## config.mk

```make
export PLATFORM = sky130hd
export DESIGN_NAME = unidade_de_emissao
export DESIGN_NICKNAME = d
export VERILOG_FILES = /design/src/rtl/tomasulo_pkg.sv /design/src/rtl/alocador_rs.sv /design/src/rtl/unidade_de_emissao.sv
export SDC_FILE = /design/constraint.sdc
export NUM_CORES = 1
export LEC_CHECK = 0
export BUFFER_PORTS_ARGS = -buffer_cell sky130_fd_sc_hd__buf_2
export CAP_MARGIN = 5
export CORE_UTILIZATION = 33
export CTS_CLUSTER_SIZE = 12
export DETAILED_ROUTE_END_ITERATION = 6
export SYNTH_ARGS = -nofsm -noshare
export SYNTH_HDL_FRONTEND = slang
export SYNTH_SLANG_ARGS = --single-unit
```

## constraint.sdc

```tcl
create_clock -name Clock -period 3.55 [get_ports Clock]
set_clock_uncertainty 0.1 [all_clocks]
set_input_delay 0.71 -clock Clock [delete_from_list [all_inputs] [get_ports Clock]]
set_output_delay 0.71 -clock Clock [all_outputs]
set_load 0.005 [all_outputs]
```

## src/rtl/tomasulo_pkg.sv

```systemverilog
// rtl/tomasulo_pkg.sv - shared Tomasulo constants: opcodes, classes, tag ranges, issue states
package tomasulo_pkg;

    localparam int TAG_W    = 3;
    localparam int MAX_TAGS = 7;

    localparam int N_ADD_DEF = 3;
    localparam int N_MUL_DEF = 2;
    localparam int N_LD_DEF  = 2;

    // Tag 0 means "value ready in the register file"; slot tags start at 1.
    localparam int ADD_TAG_BASE = 1;
    localparam int MUL_TAG_BASE = ADD_TAG_BASE + N_ADD_DEF;
    localparam int LD_TAG_BASE  = MUL_TAG_BASE + N_MUL_DEF;

    localparam logic [3:0] OP_ADD = 4'd0;
    localparam logic [3:0] OP_SUB = 4'd1;
    localparam logic [3:0] OP_MUL = 4'd2;
    localparam logic [3:0] OP_DIV = 4'd3;
    localparam logic [3:0] OP_LD  = 4'd4;
    localparam logic [3:0] OP_ST  = 4'd5;
    localparam logic [3:0] OP_NOP = 4'd15;

    typedef enum logic [1:0] {CL_ADD, CL_MUL, CL_LD, CL_NONE} class_t;

    typedef enum logic [1:0] {S_FETCH, S_DECODE, S_STALL} state_t;

    function automatic class_t op_class(input logic [3:0] op);
        case (op)
            OP_ADD, OP_SUB: return CL_ADD;
            OP_MUL, OP_DIV: return CL_MUL;
            OP_LD, OP_ST:   return CL_LD;
            default:        return CL_NONE;
        endcase
    endfunction

endpackage

```

## src/rtl/alocador_rs.sv

```systemverilog
// rtl/alocador_rs.sv - lowest-free priority encoder over one station class's busy bits
module alocador_rs
    import tomasulo_pkg::*;
#(
    parameter int N = 1
) (
    input  logic [N-1:0]     busy,
    output logic             found,
    output logic [TAG_W-1:0] idx
);

    // Scan downward so the lowest free slot is the last one written.
    always_comb begin
        found = 1'b0;
        idx   = '0;
        for (int i = N - 1; i >= 0; i--) begin
            if (!busy[i]) begin
                found = 1'b1;
                idx   = TAG_W'(i);
            end
        end
    end

endmodule

```

## src/rtl/unidade_de_emissao.sv

```systemverilog
// rtl/unidade_de_emissao.sv - in-order issue unit: fetch, decode, slot allocation, renaming, CDB release
module unidade_de_emissao
    import tomasulo_pkg::*;
#(
    parameter int N_ADD = N_ADD_DEF,
    parameter int N_MUL = N_MUL_DEF,
    parameter int N_LD  = N_LD_DEF
) (
    input  logic                Clock,
    input  logic                Reset,
    input  logic                Empty,
    input  logic [15:0]         Instrucao,
    output logic                ReadEnable,
    input  logic                CDB_Valid,
    input  logic [TAG_W-1:0]    CDB_Tag,
    output logic                Issue_Valid,
    output logic [3:0]          Issue_Op,
    output logic [TAG_W-1:0]    Issue_Tag,
    output logic [TAG_W-1:0]    Issue_Qj,
    output logic [TAG_W-1:0]    Issue_Qk,
    output logic [3:0]          Issue_Rj,
    output logic [3:0]          Issue_Rk,
    output logic                Erro,
    output logic [MAX_TAGS-1:0] Busy_Vec
);

    localparam int N_TOT    = N_ADD + N_MUL + N_LD;
    localparam int ADD_BASE = ADD_TAG_BASE;
    localparam int MUL_BASE = ADD_BASE + N_ADD;
    localparam int LD_BASE  = MUL_BASE + N_MUL;

    state_t                state_q, state_d;
    logic [15:0]           instr_q, instr_d;
    logic [MAX_TAGS-1:0]   busy_q, busy_d;
    logic [TAG_W-1:0]      rst_q [16];
    logic [TAG_W-1:0]      rst_d [16];
    logic                  issue_valid_q, issue_valid_d;
    logic                  erro_q, erro_d;
    logic [3:0]            issue_op_q, issue_op_d;
    logic [TAG_W-1:0]      issue_tag_q, issue_tag_d;
    logic [TAG_W-1:0]      issue_qj_q, issue_qj_d;
    logic [TAG_W-1:0]      issue_qk_q, issue_qk_d;
    logic [3:0]            issue_rj_q, issue_rj_d;
    logic [3:0]            issue_rk_q, issue_rk_d;

    logic                  found_add, found_mul, found_ld;
    logic [TAG_W-1:0]      idx_add, idx_mul, idx_ld;

    alocador_rs #(.N(N_ADD)) u_aloc_add (
        .busy  (busy_q[N_ADD-1:0]),
        .found (found_add),
        .idx   (idx_add)
    );

    alocador_rs #(.N(N_MUL)) u_aloc_mul (
        .busy  (busy_q[N_ADD+N_MUL-1:N_ADD]),
        .found (found_mul),
        .idx   (idx_mul)
    );

    alocador_rs #(.N(N_LD)) u_aloc_ld (
        .busy  (busy_q[N_TOT-1:N_ADD+N_MUL]),
        .found (found_ld),
        .idx   (idx_ld)
    );

    logic [15:0]      cur;
    logic [3:0]       op, rd, rs, rt, src_k;
    class_t           cls;
    logic             found, do_issue, cdb_hit;
    logic [TAG_W-1:0] alloc_tag, qj_raw, qk_raw;

    always_comb begin
        state_d       = state_q;
        instr_d       = instr_q;
        busy_d        = busy_q;
        rst_d         = rst_q;
        issue_valid_d = 1'b0;
        erro_d        = 1'b0;
        issue_op_d    = issue_op_q;
        issue_tag_d   = issue_tag_q;
        issue_qj_d    = issue_qj_q;
        issue_qk_d    = issue_qk_q;
        issue_rj_d    = issue_rj_q;
        issue_rk_d    = issue_rk_q;
        ReadEnable    = 1'b0;
        do_issue      = 1'b0;
        found         = 1'b0;
        alloc_tag     = '0;

        // A stalled instruction lives in instr_q; in DECODE the queue output is already valid.
        cur   = (state_q == S_STALL) ? instr_q : Instrucao;
        op    = cur[15:12];
        rd    = cur[11:8];
        rs    = cur[7:4];
        rt    = cur[3:0];
        cls   = op_class(op);
        src_k = (op == OP_ST) ? rd : rt;

        case (cls)
            CL_ADD: begin found = found_add; alloc_tag = TAG_W'(ADD_BASE) + idx_add; end
            CL_MUL: begin found = found_mul; alloc_tag = TAG_W'(MUL_BASE) + idx_mul; end
            CL_LD:  begin found = found_ld;  alloc_tag = TAG_W'(LD_BASE) + idx_ld;   end
            default: ;
        endcase

        cdb_hit = CDB_Valid && (CDB_Tag != '0) && (CDB_Tag <= TAG_W'(N_TOT));
        qj_raw  = rst_q[rs];
        qk_raw  = rst_q[src_k];

        case (state_q)
            S_FETCH: begin
                if (!Empty && !Reset) begin
                    ReadEnable = 1'b1;
                    state_d    = S_DECODE;
                end
            end
            S_DECODE: begin
                instr_d = Instrucao;
                if (cls == CL_NONE) begin
                    erro_d  = (op != OP_NOP);
                    state_d = S_FETCH;
                end else if (found) begin
                    do_issue = 1'b1;
                    state_d  = S_FETCH;
                end else begin
                    state_d = S_STALL;
                end
            end
            S_STALL: begin
                if (found) begin
                    do_issue = 1'b1;
                    state_d  = S_FETCH;
                end
            end
            default: state_d = S_FETCH;
        endcase

        if (cdb_hit) begin
            for (int i = 0; i < MAX_TAGS; i++) begin
                if (CDB_Tag == TAG_W'(i + 1)) busy_d[i] = 1'b0;
            end
            for (int r = 0; r < 16; r++) begin
                if (rst_q[r] == CDB_Tag) rst_d[r] = '0;
            end
        end

        // Sources read the pre-rename table with CDB bypass; the rename is applied last so it wins.
        if (do_issue) begin
            issue_valid_d = 1'b1;
            issue_op_d    = op;
            issue_tag_d   = alloc_tag;
            issue_rj_d    = rs;
            issue_rk_d    = (op == OP_LD) ? 4'd0 : src_k;
            issue_qj_d    = (cdb_hit && qj_raw == CDB_Tag) ? '0 : qj_raw;
            issue_qk_d    = (op == OP_LD || (cdb_hit && qk_raw == CDB_Tag)) ? '0 : qk_raw;
            for (int i = 0; i < MAX_TAGS; i++) begin
                if (alloc_tag == TAG_W'(i + 1)) busy_d[i] = 1'b1;
            end
            if (op != OP_ST) rst_d[rd] = alloc_tag;
        end
    end

    always_ff @(posedge Clock or posedge Reset) begin
        if (Reset) begin
            state_q       <= S_FETCH;
            instr_q       <= '0;
            busy_q        <= '0;
            for (int r = 0; r < 16; r++) rst_q[r] <= '0;
            issue_valid_q <= 1'b0;
            erro_q        <= 1'b0;
            issue_op_q    <= '0;
            issue_tag_q   <= '0;
            issue_qj_q    <= '0;
            issue_qk_q    <= '0;
            issue_rj_q    <= '0;
            issue_rk_q    <= '0;
        end else begin
            state_q       <= state_d;
            instr_q       <= instr_d;
            busy_q        <= busy_d;
            rst_q         <= rst_d;
            issue_valid_q <= issue_valid_d;
            erro_q        <= erro_d;
            issue_op_q    <= issue_op_d;
            issue_tag_q   <= issue_tag_d;
            issue_qj_q    <= issue_qj_d;
            issue_qk_q    <= issue_qk_d;
            issue_rj_q    <= issue_rj_d;
            issue_rk_q    <= issue_rk_d;
        end
    end

    assign Issue_Valid = issue_valid_q;
    assign Erro        = erro_q;
    assign Issue_Op    = issue_op_q;
    assign Issue_Tag   = issue_tag_q;
    assign Issue_Qj    = issue_qj_q;
    assign Issue_Qk    = issue_qk_q;
    assign Issue_Rj    = issue_rj_q;
    assign Issue_Rk    = issue_rk_q;
    assign Busy_Vec    = busy_q;

endmodule

```

# After elaboration in Yosys (flattened, before gate mapping)
# Cells that the tools add are included.
# Widths: inputs -> output; s select.
[totals]
regBits = 96
mem_bits_ro = 0
mem_count = 0
latchBits = 0
ramBits = 0
input_bits = 23
out_inout_bits = 31
wordCells = 180
[op_classes]
div = 0
order_cmp = 5
n_addsub = 3
mul = 0
muxes = 79
bitwise = 3
shift = 0
reduce_logical = 17
n_eq_ne = 46
[op_table]
columns = ["op", "count"]
rows = [
  ["$mux 48", 3],
  ["$mux 3", 23],
  ["$eq 3x3->1", 18],
  ["$bwmux 48", 1],
  ["$mux 1", 32],
  ["$bmux 3 s4", 2],
  ["$eq 3x3->1 const B", 8],
  ["$mux 16", 1],
  ["$ge 5x5->1 const B", 3],
  ["$not 4->5", 3],
  ["$mux 2", 7],
  ["$mux 7", 2],
  ["$demux 3 s4", 1],
  ["$eq 3x2->1 const B", 4],
  ["$pmux 2 s3", 2],
  ["$pmux 3 s3", 1],
  ["$eq 4x2->1 const B", 2],
  ["$eq 4x3->1 const B", 2],
  ["$mux 4", 2],
  ["$add 3x3->3 const A", 2],
  ["$eq 2x2->1 const B", 3],
  ["$eq 3x1->1 const B", 2],
  ["$logic_and 1x1->1", 6],
  ["$reduce_or 2->1", 3],
  ["16 further kinds", 20],
]

# Logic depth before layout (Yosys ltp)
# Gate-level depths: netlist of run 1.
[logic_depth]
depth_word = 12
ltp_mapped = 16
mapped_depth_nobuf = 14

# By module
# Synthesis of run 1 repeated with hierarchy kept, for this count alone.
[unflattened]
cells_unflattened = 618
area_unflattened_um2 = 6197.2
[modules_own_cells]
columns = ["mod", "cells_each", "seq_area_each_um2", "area_each_um2", "n_inst"]
rows = [
  ["unidade_de_emissao", 603, 2402.3, 6089.6, 1],
  ["alocador_rs at u_aloc_ld ...", 5, 0.0, 36.3, 2],
  ["alocador_rs at u_aloc_add", 5, 0.0, 35.0, 1],
]

# Least setup slack after synthesis of run 1
# No wires, ideal clock.
[synth_timing]
path_kind = "register to register"
startpoint = "register state_q[0]"
endpoint = "register rst_q[37] in the netlist's numbering"
setup_ps = 132
synth_period_minus_slack_ps = 3412
setup_slack_ps = 138
path_stages_with_launch = 15
t_required_ps = 3318
arrival_time_ps = 3180
path_buffers = 1
path_cell_list = "dfrtp_1 inv_1 ha_1 buf_6 or3_4 and2_0 or2_1 ha_1 o21ai_1 a21boi_1 o211ai_1 nor4_2 nand2_1 nand3_1 o21ai_1"
[synth_rtl]
columns = ["item", "line", "rtl"]
rows = [
  ["from (decl)", "unidade_de_emissao.sv:32", "state_t state_q, state_d;"],
  ["from (signal assigned)", "unidade_de_emissao.sv:179", "state_q <= state_d;"],
  ["to (signal assigned)", "unidade_de_emissao.sv:182", "rst_q <= rst_d;"],
  ["to (decl)", "unidade_de_emissao.sv:35", "logic [TAG_W-1:0] rst_q [16];"],
]

==> results.yml, run 1 <==
run_status:
  status: "completed"
worst_setup_path:
  cpMostUsedCell: "buf_4"
  rr_worst_depth: 16
  max_stage_delay_ps: 410
  startpoint_type: "flip-flop"
  crit_slowest_cell: "dfrtp_1"
  crit_end: "rst_q[28]$_DFF_PP0_"
  cp_top_family: "simple AND/OR/NAND/NOR gates"
  reg2reg_to: "rst_q[28]$_DFF_PP0_"
  worst-path-max-fanout: 6
  startpoint: "state_q[0]$_DFFE_PP0P_"
  setup.worst_path.class: "reg2reg"
  end_kind: "flip-flop"
  cp_cell_sequence: "inv_2, ha_4, or3b_4, and2_0, or2_4, inv_1, ha_1, a22oi_1, a21boi_1, o211ai_1, buf_4, nor4_2, buf_4, nand2_1, nand3_1, o21ai_1"
  timing.rr.start: "state_q[0]$_DFFE_PP0P_"
  required_ps: 3670
  crit_cells: 16
  cp_data_arrival_time_ps: 3510
  regToRegSetupSlack_ps: 160
  critPathBufInv: 4
drt:
  drc: 0
  first_pass_iters: 5
  drtIter0Drc: 475
  drt-total-wl_um: 17400
  wl_per_cell_um: 19.0
  viasPerCell: 5.68
  ant_nets: 0
  detailroute.via_count: 5187
clock_network:
  clock_latency_ps: 360
  root_buffer: "clkbuf_16"
  cts_buffers: 9
  htreeDepth: 3
  clk_pin_slew_ps: 70
  clkSinkCount: 96
  clockBufferDepth: 2
  cts_tree: "done"
power:
  power_frac_seq_pct: 42.1
  pwr-share-clk_pct: 29.6
  p_leak_nw: 2.93
  power.density_nw_per_um2: 494
  cellInternalPower_mw: 2.43
  peakVddDrop_uv: 377
  p_sw_mw: 1.11
  p_comb_share_pct: 28.2
  p_sw_share_pct: 31.4
place:
  dp_hpwl_um: 12600
  pre_cts_ws_ps: -55.8
  gp_congestion: 0.917
  io_buffers: 53
floorplan:
  dieArea_sq_um: 18800
  die_y_um: 137
  fp.dieW_um: 137
  ioPinCount: 54
  core.rowCount: 48
  initial_utilization_pct: 34.3
  core_sq_um: 17500
cells_and_area:
  final_cell_mix: "dfrtp_1 (96), nand3_1 (64), buf_2 (53)"
  drive_gt1_share_pct: 28.4
  areaGrowthSynthToFinish_pct: 19.2
  fill_cells: 1720
  fin_util_pct: 40.9
  diodes: 0
  finalNetCount: 714
  final_common_cell: "dfrtp_1"
timing:
  fin_crit_sh_pct: 95.4
  tightest_slew_ps: 1060
  slew_headroom_pct: 29.4
  setup_violations: 0
  rsz0062_at_grt: "yes"
  fin_crit_ps: 3390
  slew_violations: 0
  max_freq_ghz: 0.295
  final-hold-violation-count: 0
  fin_ws_ps: 162
logic_synthesis:
  synth.distinct_cells: 55
  synth-seq-area-share_pct: 40.0
  synth_area_per_cell_sq_um: 9.94
  yosys_warnings: 0
  syn_inst: 605
  syn_area_sq_um: 6010
  synth_fp_nets: 635
  ys_seq_elements: 96
  async_flop_share_pct: 100
  synth_ff_type: "dfrtp_1"
  synth-edff-count: 0
global_route:
  antenna_found_initial: 0
  track_usage_pct: 19.4
  grt_pass1_vias: 5107
  overflow: 0
  grt_max_degree: 61
  grt_pass1_wl_um: 27500
worst_hold_path:
  hp-class: "reg2reg"
flow_run:
  cap_violations: 0
==> power by group through the flow <==
stage                     logic [mW]  clock network [mW]  registers (mW)
after floorplan                0.611                   0            1.48
after global placement         0.954                   0            1.49
after detailed placement       0.979                   0            1.51
after CTS                      0.982                1.07            1.49
after global routing            1.11                1.11            1.52
final                          0.998                1.05            1.49
==> layer usage <==
metal | vias to the layer above | global-route usage [%] | routed length [um]
met3 | 22 | 3.96 | 1140
met2 | 179 | 31.5 | 8120
li1 | 2397 | - | -
met4 | 0 | 6.35 | 274
met5 | - | 0 | 0
met1 | 2589 | 25.6 | 7820
==> cell type report <==
cell class                 instances  area [sq um]  area share [%]
multi-input combinational        467          3480            48.6
inverter                           9          35.0           0.489
clock buffer                       9           225            3.14
clock inverter                     7          96.3            1.34
timing repair buffer             101           642            8.96
sequential                        96          2400            33.5
tap                              225           282            3.93
==> synth_stat cells (13+ instances only) <==
library cell	n	area, sq um
mux4_2	13	293
a21oi_1	18	90.1
clkbuf_1	20	75.1
dfrtp_1	96	2400
o21ai_1	50	250
o21ai_0	23	115
nor2_1	21	78.8
nand2_1	54	203
mux2_2	32	360
nand3_1	66	330
mux2i_1	40	400
xnor2_1	50	438
==> how the worst min path moves through the flow <==
| stage | endpoint | slack (ps) | from | cells after the start |
|---|---|---|---|---|
| finish | Issue_Rk[2]$_DFFE_PP0P_ | 380 | Issue_Rk[2]$_DFFE_PP0P_ | 2 |
| global route | Issue_Rk[2]$_DFFE_PP0P_ | 420 | Issue_Rk[2]$_DFFE_PP0P_ | 2 |
| CTS | Issue_Rj[0]$_DFFE_PP0P_ | 390 | Issue_Rj[0]$_DFFE_PP0P_ | 2 |
| detailed placement | Issue_Rj[0]$_DFFE_PP0P_ | 370 | Issue_Rj[0]$_DFFE_PP0P_ | 2 |
| global placement | Issue_Rj[2]$_DFFE_PP0P_ | 360 | Issue_Rj[2]$_DFFE_PP0P_ | 2 |
| floorplan | Issue_Op[0]$_DFFE_PP0P_ | 370 | Issue_Op[0]$_DFFE_PP0P_ | 2 |
==> metrics by stage <==
step                      cell area [sq um]  power [mW]  instances  setup TNS [ps]  hold WS (ps)
after floorplan                        6010        2.09        605               0           373
after global routing                   7170        3.74        914            -242           425
final                                  7170        3.54        914               0           377
after detailed placement               6750        2.49        895            -680           371
after CTS                              7080        3.55        912               0           386
after global placement                 6750        2.45        895               0           361
==> flip-flops by register name (all words and copies together) (netlist names), 4 cells and up <==
name	count
Busy_Vec	7
Issue_Rj	4
instr_q	16
rst_q	48
Issue_Rk	4
Issue_Op	4
==> logic make-up after synthesis <==
kind of cell | after synthesis | synth area share, %
AOI/OAI and AO/OA | 141 | 14.7
adders and majority gates | 7 | 1.46
xor gates and xnor gates | 51 | 7.55
DFF | 96 | 39.9
and+or+nand+nor | 180 | 14.9
muxes | 88 | 18.1
buffers and inverters | 42 | 3.31
==> what timing repair did <==
item                       CTS  global route
pin swaps                    1             3
cloned                       0             0
buffers inserted             1             2
hold buffers                 0             0
setup endpoints to repair   43            66
gates resized for setup      0            21
==> worst min-delay path, cell delays in order (launching register included) <==
cell,delay [ps]
dfrtp_1,340
nand2_1,40
o21ai_0,60
Power figures use the tool's default switching activity.
==> run 2: changes to the inputs <==
CTS_CLUSTER_SIZE = not set   (was 12)
PLACE_DENSITY = 0.56   (was not set)
SLEW_MARGIN = 20   (was not set)
==> results.yml, run 2 (synthesized netlist as in run 1, its figures left out) <==
power:
  p_comb_share_pct: 27.6
  peakVddDrop_uv: 324
  power_frac_seq_pct: 42.3
  total_power_mw: 3.56
  p_sw_mw: 1.13
  cellInternalPower_mw: 2.43
  pwr-share-clk_pct: 30.2
  p_sw_share_pct: 31.8
  p_leak_nw: 2.92
  power.density_nw_per_um2: 498
timing:
  setup_violations: 0
  tightest_slew_ps: 867
  fin_crit_ps: 3410
  fin_hold_ws_ps: 378
  final-hold-violation-count: 0
  fin_crit_sh_pct: 96.0
  slew_violations: 0
  slew_headroom_pct: 42.2
  max_freq_ghz: 0.293
  fin_tns_setup_ps: 0
worst_setup_path:
  crit_slowest_cell: "mux2_2"
  setup.worst_path.class: "reg2reg"
  required_ps: 3700
  cp_cell_sequence: "ha_4, or3_4, buf_4, a22oi_4, mux2_2, nand2_1, o22ai_1, a211oi_2, xnor2_1, nand4_1, a32o_1"
  max_stage_delay_ps: 500
  cp_data_arrival_time_ps: 3560
  startpoint_type: "flip-flop"
  worst-path-max-fanout: 9
  end_kind: "flip-flop"
floorplan:
  fp.dieW_um: 137
  core_sq_um: 17500
  initial_utilization_pct: 34.3
  ioPinCount: 54
  dieArea_sq_um: 18800
  die_y_um: 137
  core.rowCount: 48
cells_and_area:
  final_cell_mix: "dfrtp_1 (96), nand3_1 (66), buf_2 (53)"
  diodes: 0
  final_common_cell: "dfrtp_1"
  largest_reg_flops: 48
  fin_util_pct: 40.8
  regMostFlops: "rst_q"
  drive_gt1_share_pct: 26.7
  finalNetCount: 711
  areaGrowthSynthToFinish_pct: 19.0
run_status:
  status: "completed"
clock_network:
  clkSinkCount: 96
  root_buffer: "clkbuf_16"
  htreeDepth: 3
  clock_latency_ps: 360
  cts_hold_buf: 0
  clk_pin_slew_ps: 80
  cts_buffers: 9
  clockBufferDepth: 2
  cts_tree: "done"
drt:
  drtIter0Drc: 481
  drt-total-wl_um: 17500
  detailroute.via_count: 5113
  drc: 0
  wl_per_cell_um: 19.2
  ant_nets: 0
  first_pass_iters: 5
  viasPerCell: 5.61
flow_run:
  cap_violations: 0
global_route:
  grt_pass1_wl_um: 28100
  grt_pass1_vias: 5180
  grt_max_degree: 51
  antenna_found_initial: 0
  track_usage_pct: 19.9
  overflow: 0
place:
  gp_congestion: 0.864
  io_buffers: 53
  dp_hpwl_um: 12800
worst_hold_path:
  hp-class: "reg2reg"
[run 2: power groups by stage]
stage | Combinational, mW | Sequential, mW | Clock, mW
floorplan | 0.611 | 1.48 | 0
global placement | 0.943 | 1.51 | 0
detailed placement | 0.965 | 1.52 | 0
CTS | 0.970 | 1.50 | 1.09
global route | 1.09 | 1.54 | 1.14
finish | 0.981 | 1.50 | 1.07
[run 2: per-layer routing]
metal / up-vias / GRT usage, % / wire length, um
li1: 2380 / - / -
met1: 2534 / 26.1 / 7830
met2: 158 / 31.9 / 8230
met3: 41 / 4.78 / 949
met4: 0 / 6.90 / 473
met5: - / 0 / 0
[run 2: cell type report]
type / instances / area, sq um
fill: 1726 / 10400
inverter: 9 / 35.0
clock inverter: 6 / 91.3
multi-input combinational: 467 / 3470
tap: 225 / 282
clock buffer: 10 / 229
timing repair buffer: 98 / 639
sequential: 96 / 2400
[run 2: repair_timing]
item,4_1_cts,5_1_grt
pin swaps,1,2
endpoints found under the setup margin,29,58
hold endpoints to repair,0,0
setup buffers,1,1
cloned,0,0
resized for setup,1,16
[run 2: worst max-delay path, delay by kind of cell (launching register included)]
family	cells	cell delay, ps
AOI/OAI and AO/OA	4	1040
xor gates and xnor gates	1	160
adders and majority gates	1	190
buffers and inverters	1	150
DFF	1	430
muxes	1	500
and+or+nand+nor	3	740
[run 2: through the flow]
stage	instances	worst slack, ps	area [sq um]
6_report	911	141	7150
5_1_grt	911	-8.29	7150
4_1_cts	910	5.62	7080
3_5_place_dp	893	-99.1	6750
3_3_place_gp	893	-71.2	6750
2_1_floorplan	605	138	6010
[run 2: final timing paths]
check	endpoint	cells past startpoint	from	slack, ps
worst max register to register	Issue_Qk[1]$_DFFE_PP0P_	11	state_q[1]$_DFFE_PP0P_	140
worst min-delay path	Issue_Op[2]$_DFFE_PP0P_	2	Issue_Op[2]$_DFFE_PP0P_	380
worst max-delay path	Issue_Qk[1]$_DFFE_PP0P_	11	state_q[1]$_DFFE_PP0P_	140
max in group asynchronous	rst_q[39]$_DFF_PP0_	3	Reset	2190
worst min register to register	Issue_Op[2]$_DFFE_PP0P_	2	Issue_Op[2]$_DFFE_PP0P_	380
min in group asynchronous	state_q[0]$_DFFE_PP0P_	2	Reset	420
